[src/rtl/trace_encoder.sv]
// rtl/trace_encoder.sv - execution-trace encoder: strobe decode, record FIFO, valid/ready drain
// Optional macro TRACE_ZFLAG_EN adds the z_flag input and a z field at the record MSB.
`ifndef OP_LOAD
`define OP_LOAD  0
`define OP_STORE 1
`define OP_ADD   2
`define OP_SUB   3
`define OP_XOR   4
`define OP_LOADI 5
`define OP_LOADR 6
`define OP_BNE   7
`endif

module trace_encoder #(
  parameter int PC_W  = 8,
  parameter int OP_W  = 3,
  parameter int DEPTH = 4
) (
  input  logic                 clock,
  input  logic                 n_reset,
  input  logic                 load_IR,
  input  logic                 load_PC,
  input  logic                 load_REG,
  input  logic                 ALU_REG,
  input  logic                 ALU_add,
  input  logic                 ALU_sub,
  input  logic                 ALU_xor,
  input  logic                 INC_PC,
  input  logic                 WE,
  input  logic                 IMM,
  input  logic                 IND,
  input  logic [PC_W-1:0]      pc,
`ifdef TRACE_ZFLAG_EN
  input  logic                 z_flag,
  input  logic                 t_ready,
  output logic                 t_valid,
  output logic [PC_W+OP_W+3:0] t_data,
`else
  input  logic                 t_ready,
  output logic                 t_valid,
  output logic [PC_W+OP_W+2:0] t_data,
`endif
  output logic                 err_sticky,
  output logic [7:0]           drop_count
);

  localparam int AW = $clog2(DEPTH);
`ifdef TRACE_ZFLAG_EN
  localparam int REC_W = PC_W + OP_W + 4;
`else
  localparam int REC_W = PC_W + OP_W + 3;
`endif

  localparam logic [OP_W-1:0] OP_LOAD  = OP_W'(`OP_LOAD);
  localparam logic [OP_W-1:0] OP_STORE = OP_W'(`OP_STORE);
  localparam logic [OP_W-1:0] OP_ADD   = OP_W'(`OP_ADD);
  localparam logic [OP_W-1:0] OP_SUB   = OP_W'(`OP_SUB);
  localparam logic [OP_W-1:0] OP_XOR   = OP_W'(`OP_XOR);
  localparam logic [OP_W-1:0] OP_LOADI = OP_W'(`OP_LOADI);
  localparam logic [OP_W-1:0] OP_LOADR = OP_W'(`OP_LOADR);
  localparam logic [OP_W-1:0] OP_BNE   = OP_W'(`OP_BNE);

  typedef enum logic {WAIT_FETCH = 1'b0, WAIT_EXEC = 1'b1} state_t;

  state_t            state, state_next;
  logic [PC_W-1:0]   ipc;
  logic              push, latch_ipc;
  logic              rec_err, rec_amb, rec_taken;
  logic [OP_W-1:0]   rec_op, cls_op;
  logic              cls_amb, cls_taken;
  logic [PC_W-1:0]   rec_pc;
  logic              strobe_bad;
  logic [REC_W-1:0]  rec;
  logic [REC_W-1:0]  mem [DEPTH];
  logic [AW:0]       wr_ptr, rd_ptr;
  logic              empty, full, pop, accept;

  // Strobe combinations the controller can never legally produce together.
  assign strobe_bad = (ALU_add & ALU_sub) | (ALU_add & ALU_xor) | (ALU_sub & ALU_xor)
                    | (ALU_REG & ~load_REG)
                    | (WE & load_REG)
                    | (IMM & IND) | (IMM & ALU_REG) | (IND & ALU_REG);

  always_comb begin
    cls_op    = OP_BNE;
    cls_amb   = 1'b0;
    cls_taken = 1'b0;
    if (WE)                                 cls_op = OP_STORE;
    else if (load_REG && IND)               cls_op = OP_LOADR;
    else if (load_REG && IMM)               cls_op = OP_LOADI;
    else if (load_REG && ALU_REG && ALU_add) cls_op = OP_ADD;
    else if (load_REG && ALU_REG && ALU_sub) cls_op = OP_SUB;
    else if (load_REG && ALU_REG && ALU_xor) cls_op = OP_XOR;
    else if (load_REG)                      cls_op = OP_LOAD;
    else if (!INC_PC)                       cls_taken = 1'b1;
    else                                    cls_amb = 1'b1;
  end

  always_ff @(posedge clock) begin
    if (!n_reset) state <= WAIT_FETCH;
    else          state <= state_next;
  end

  always_comb begin
    state_next = state;
    unique case (state)
      WAIT_FETCH: if (load_IR && !load_PC) state_next = WAIT_EXEC;
      WAIT_EXEC:  if (load_PC)             state_next = WAIT_FETCH;
      default:    state_next = WAIT_FETCH;
    endcase
  end

  always_comb begin
    push      = 1'b0;
    latch_ipc = 1'b0;
    rec_err   = 1'b0;
    rec_amb   = 1'b0;
    rec_taken = 1'b0;
    rec_op    = '0;
    rec_pc    = ipc;
    unique case (state)
      WAIT_FETCH: begin
        if (load_PC) begin
          push    = 1'b1;
          rec_err = 1'b1;
          rec_pc  = pc;
        end else if (load_IR) begin
          latch_ipc = 1'b1;
        end
      end
      WAIT_EXEC: begin
        if (load_IR && load_PC) begin
          push    = 1'b1;
          rec_err = 1'b1;
          rec_pc  = pc;
        end else if (load_PC) begin
          push = 1'b1;
          if (strobe_bad) begin
            rec_err = 1'b1;
          end else begin
            rec_op    = cls_op;
            rec_amb   = cls_amb;
            rec_taken = cls_taken;
          end
        end else if (load_IR) begin
          // Refetch without execute: report the abandoned address, then track the new one.
          push      = 1'b1;
          rec_err   = 1'b1;
          latch_ipc = 1'b1;
        end
      end
      default: ;
    endcase
  end

`ifdef TRACE_ZFLAG_EN
  assign rec = {z_flag, rec_err, rec_amb, rec_taken, rec_op, rec_pc};
`else
  assign rec = {rec_err, rec_amb, rec_taken, rec_op, rec_pc};
`endif

  always_ff @(posedge clock) begin
    if (!n_reset) ipc <= '0;
    else if (latch_ipc) ipc <= pc;
  end

  assign empty   = (wr_ptr == rd_ptr);
  assign full    = (wr_ptr[AW] != rd_ptr[AW]) && (wr_ptr[AW-1:0] == rd_ptr[AW-1:0]);
  assign t_valid = !empty;
  assign pop     = t_valid && t_ready;
  assign accept  = push && (!full || pop);
  assign t_data  = t_valid ? mem[rd_ptr[AW-1:0]] : '0;

  always_ff @(posedge clock) begin
    if (!n_reset) begin
      wr_ptr     <= '0;
      rd_ptr     <= '0;
      drop_count <= '0;
      err_sticky <= 1'b0;
    end else begin
      if (accept) begin
        mem[wr_ptr[AW-1:0]] <= rec;
        wr_ptr              <= wr_ptr + (AW+1)'(1);
      end
      if (pop) rd_ptr <= rd_ptr + (AW+1)'(1);
      if (push && !accept && drop_count != 8'hFF) drop_count <= drop_count + 8'd1;
      if (push && rec_err) err_sticky <= 1'b1;
    end
  end

endmodule
[config.mk]
export PLATFORM = sky130hd
export DESIGN_NAME = trace_encoder
export DESIGN_NICKNAME = d
export VERILOG_FILES = /design/src/rtl/trace_encoder.sv
export SDC_FILE = /design/constraint.sdc
export NUM_CORES = 1
export LEC_CHECK = 0
export CAP_MARGIN = 20
export CORE_ASPECT_RATIO = 0.75
export CORE_MARGIN = 3
export CORE_UTILIZATION = 50
export DETAILED_ROUTE_END_ITERATION = 8
export PLACE_DENSITY = 0.73
export RECOVER_POWER = 50
export SLEW_MARGIN = 10
export SYNTH_ARGS = -nofsm -noshare
export SYNTH_HDL_FRONTEND = slang
export SYNTH_SLANG_ARGS = --single-unit
export TNS_END_PERCENT = 20
[constraint.sdc]
create_clock -name clock -period 2.5 [get_ports clock]
set_clock_uncertainty 0.2 [all_clocks]
set_input_delay 0.25 -clock clock [delete_from_list [all_inputs] [get_ports clock]]
set_output_delay 0.25 -clock clock [all_outputs]
set_load 0.01 [all_outputs]
Word level (Yosys, flattened, before mapping). Memories as Yosys holds them, arrays and structs flattened. A register that Yosys moved wholly into a read port is not among the register bits. Index checks and enable logic that the tools add are counted.

Bits in registers: 24. Memory bits (writable): 56. Input port bits: 22. Output and inout bits: 24. Word-level logic and storage cells: 109. Memories kept: 1.

Memory list: mem (words 4, width 14, rd ports 1, clocked after Yosys merged registers in 1, wr ports 1, line 74) `logic [REC_W-1:0] mem [DEPTH];`.

$add $sub $neg: 3. Equality and inequality tests: 4. Muxes and demuxes: 59. Bitwise logic cells: 17. Reduce and logical (&&, ||, !) cells: 19.

Operators with widths (number): two-way mux 1 bit (38); two-way mux 3 bit (11); two-way mux 8 bit (2); case mux 8 bit (2 select lines) (1); logical AND 1 bit (14); two-way mux 14 bit (1); adder 8 x 1 -> 8 bit, second input constant (1); bitwise AND 1 bit (8); inequality test 8 bit, second input constant (1); case mux 1 bit (2 select lines) (4); OR 1 bit (7); adder 3 x 1 -> 3 bit, second input constant (2); zero test 1 bit (4); two-way mux 2 bit (2); equality test 3 bit (1); equality test 2 bit (1); inverter 1 bit (2); logical OR 1 bit (1); inequality test 1 bit (1).

Logic depth before layout (Yosys ltp).
Depth after elaboration: 13. Mapped depth: 6. Depth with buffers taken out: 6.

Least setup slack after synthesis. No wires, ideal clock.

Path type: reg2out. From: register (tool-made name). To: output port t_data[10]. Arrival: 1.464 ns. Data required time: 2.050 ns. Path slack: 0.586 ns. Stages on the path, launching flop included: 5. Cells stage by stage: dfxtp_1 > buf_2 > buf_2 > mux4_2 > and2_1.

RTL lines: end, declared (line 41) `output logic [PC_W+OP_W+2:0] t_data,`.

==> qor.yml <==
layout:
  multi_input_area_mm2: 0.001221
  final_area_mm2: 0.004365
  antennaDiodeCount: 0
  register_area_mm2: 0.002205
  fill_cells: 475
  drive_gt1_frac: 0.1364
  area_growth_pct: 24.47
  nets: 331
sta:
  post-route-period-util: 0.9718
  finalSetupTns_ns: 0
  min_period_ns: 2.430
  fin_hold_ws_ns: 0.2712
  grt_setup_unrepaired: "false"
  drv_slew: 0
  finalHoldViolations: 0
  slew_headroom: 0.5154
  tightestPinTransition_ns: 0.7269
  fmax_ghz: 0.4116
  finalSetupViolCount: 0
logic_synthesis:
  synth_ff_type: "edfxtp_1"
  synth-seq-cells: 82
  synth_xor_area_frac: 0.02711
  synth_top_area_share: 0.4795
  synth_most_common_cell: "edfxtp_1"
  synth_area_leaders: "edfxtp_1, dfxtp_1, mux4_2, and2_1, mux2i_1"
  synth_fp_nets: 269
  synth_top_family_by_area: "multiplexers"
  synth_top_area_cell: "edfxtp_1"
  netlist_area_mm2: 0.003507
  synth_common_cells: "edfxtp_1, dfxtp_1, nor2_1"
  yosys.area_share.simple: 0.1313
  synth_area_per_cell_um2: 14.55
  synthAdderAreaFrac: 0.02141
  yosys.cell_types.count: 40
  seq_area_frac_synth: 0.6279
  synth-edff-count: 56
  synthCells: 241
  yosysWarnings: 0
  synth_compound_area_frac: 0.03247
  async_flop_share: 0
  synth.mux.area_fraction: 0.1470
place:
  place.gp.congestion: 0.8233
  port_buffers: 45
  dp_hpwl_um: 4443
  place_area_mm2: 0.004189
floorplanning:
  core-area_mm2: 0.006538
  die_x_um: 102.7
  die_h_um: 78.53
  initial_core_util: 0.5365
  die_area_mm2: 0.008065
  ioPinCount: 46
  num_rows: 25
global_route:
  grt_pass1_wl_um: 10700
  grt_overflow: 0
  grt_pass1_vias: 2139
  grt_max_degree: 23
  grt_usage: 0.1766
  antenna_found_initial: 0
critical_path:
  crit_fanout: 10
  cp-start-kind: "flip-flop"
  path_class: "flip-flop to output pin"
  critPathArrivalTime_ns: 1.98
  cp-end-kind: "output pin"
  critPathRequiredTime_ns: 2.05
drt:
  post-route-drc-count: 0
  routed_wl_um: 6399
  wl_per_cell_um: 16.45
  viasPerCell: 5.409
  dr.pass1.iters: 4
  drt_iter0_drc: 79
  vias: 2104
  ant_nets: 0
hold_path:
  hold_class: "flip-flop to flip-flop"
cts:
  clock_latency_ns: 0.34
  clockBufferDepth: 2
  postCtsSetupRepairBufs: 0
  cts_root_buffer: "clkbuf_8"
  cts_buffers: 9
  clkTransAtPathRegs_ns: 0.08
  cts-htree-levels: 3
  cts_tree: "done"
  clock-sinks: 82
  hold_buffers: 0
power:
  p_leak_uw: 0.001701
  ir_drop_mv: 0.3030
  p_per_area_mw_per_mm2: 724.1
run:
  maxCapViolCount: 0
run_status:
  status: "complete, no violations"
==> logic make-up (layout without fill, tap and decap cells) <==
kind of cell / count (synthesis) / count (layout)
multiplexers: 33 / 33
AND/OR/NAND/NOR: 82 / 82
flip-flops: 82 / 82
AO/OA/AOI/OAI: 17 / 17
buffers and inverters: 11 / 78
adder cells (fa/ha/maj): 6 / 6
XOR/XNOR: 10 / 10
==> metrics by stage <==
step	util	cells	power (uW)	setup WS [ns]
2_1_floorplan	-	241	1948	0.5859
3_3_place_gp	0.6408	373	2289	0.2198
3_5_place_dp	0.6408	373	2297	0.1456
4_1_cts	0.6706	389	3220	0.01018
5_1_grt	0.6678	389	3315	0.001160
6_report	0.6678	389	3161	0.07048
==> worst max-delay path, cell delays in order, from the launching register on <==
cell             delay (ns)
dfxtp_2                0.35
buf_12                 0.15
mux4_2                 0.48
and2_1                 0.16
clkdlybuf4s50_1        0.49
==> layer usage <==
layer / track usage / routed length (um) / share of wire / up-vias
met2: 0.2706 / 2883 / 0.45 / 47
met4: 0.03145 / 48 / 0.0075 / 0
li1: - / - / - / 1021
met5: 0 / 0 / 0 / -
met3: 0.06483 / 349 / 0.055 / 7
met1: 0.2454 / 3118 / 0.49 / 1029
==> sequential cells by signal, summed over array words and instances (netlist names), named ones only <==
register	count
mem	56
drop_count	8
ipc	8
rd_ptr	3
wr_ptr	3
err_sticky	1
state	1
==> cell type report <==
| class | count | share of cell area |
|---|---|---|
| timing repair buffer | 58 | 0.1439 |
| tap | 81 | 0.02322 |
| multi-input combinational | 148 | 0.2797 |
| clock inverter | 5 | 0.01232 |
| inverter | 4 | 0.003439 |
| clock buffer | 11 | 0.03239 |
| sequential | 82 | 0.5050 |
==> layout by cell type (no fill, tap or decap), types with 3 or more instances in the layout <==
master           count
a21oi_1              5
and2_1              18
buf_12               5
buf_4                5
clkbuf_1             3
clkbuf_8            10
clkdlybuf4s50_1     24
dfxtp_1             24
dlygate4sd3_1       11
dlymetal6s2s_1       9
edfxtp_1            56
ha_1                 6
inv_1                4
mux2_1               8
mux2i_1             11
mux4_2              14
nand2_1             10
nand2b_1             4
nand3_1              4
nor2_1              27
nor3_1               4
nor3b_1              3
o21ai_0              4
xnor2_1              6
xor2_1               3
==> what timing repair did <==
item                                    CTS  global route
gates resized for setup                   2            12
endpoints found under the hold margin     0             0
endpoints found under the setup margin   10            13
pin swaps                                 0             0
==> power breakdown <==
group / switching [uW] / leakage, uW / total, uW / internal, uW
sequential: 29.7 / 0.000742 / 1530 / 1500
clock: 438 / 0.0000946 / 922 / 484
combinational: 310 / 0.000865 / 705 / 396
==> worst paths after layout <==
check	startpoint	endpoint	slack, ns	cells past startpoint
worst max-delay path	flip-flop	t_data[10]	0.07	4
worst min-delay path	err_sticky	err_sticky	0.27	1
worst max register to register	wr_ptr[1]	mem[0][1]	0.40	6
worst min register to register	err_sticky	err_sticky	0.27	1
Note: power is estimated with default switching activity, not from simulation.
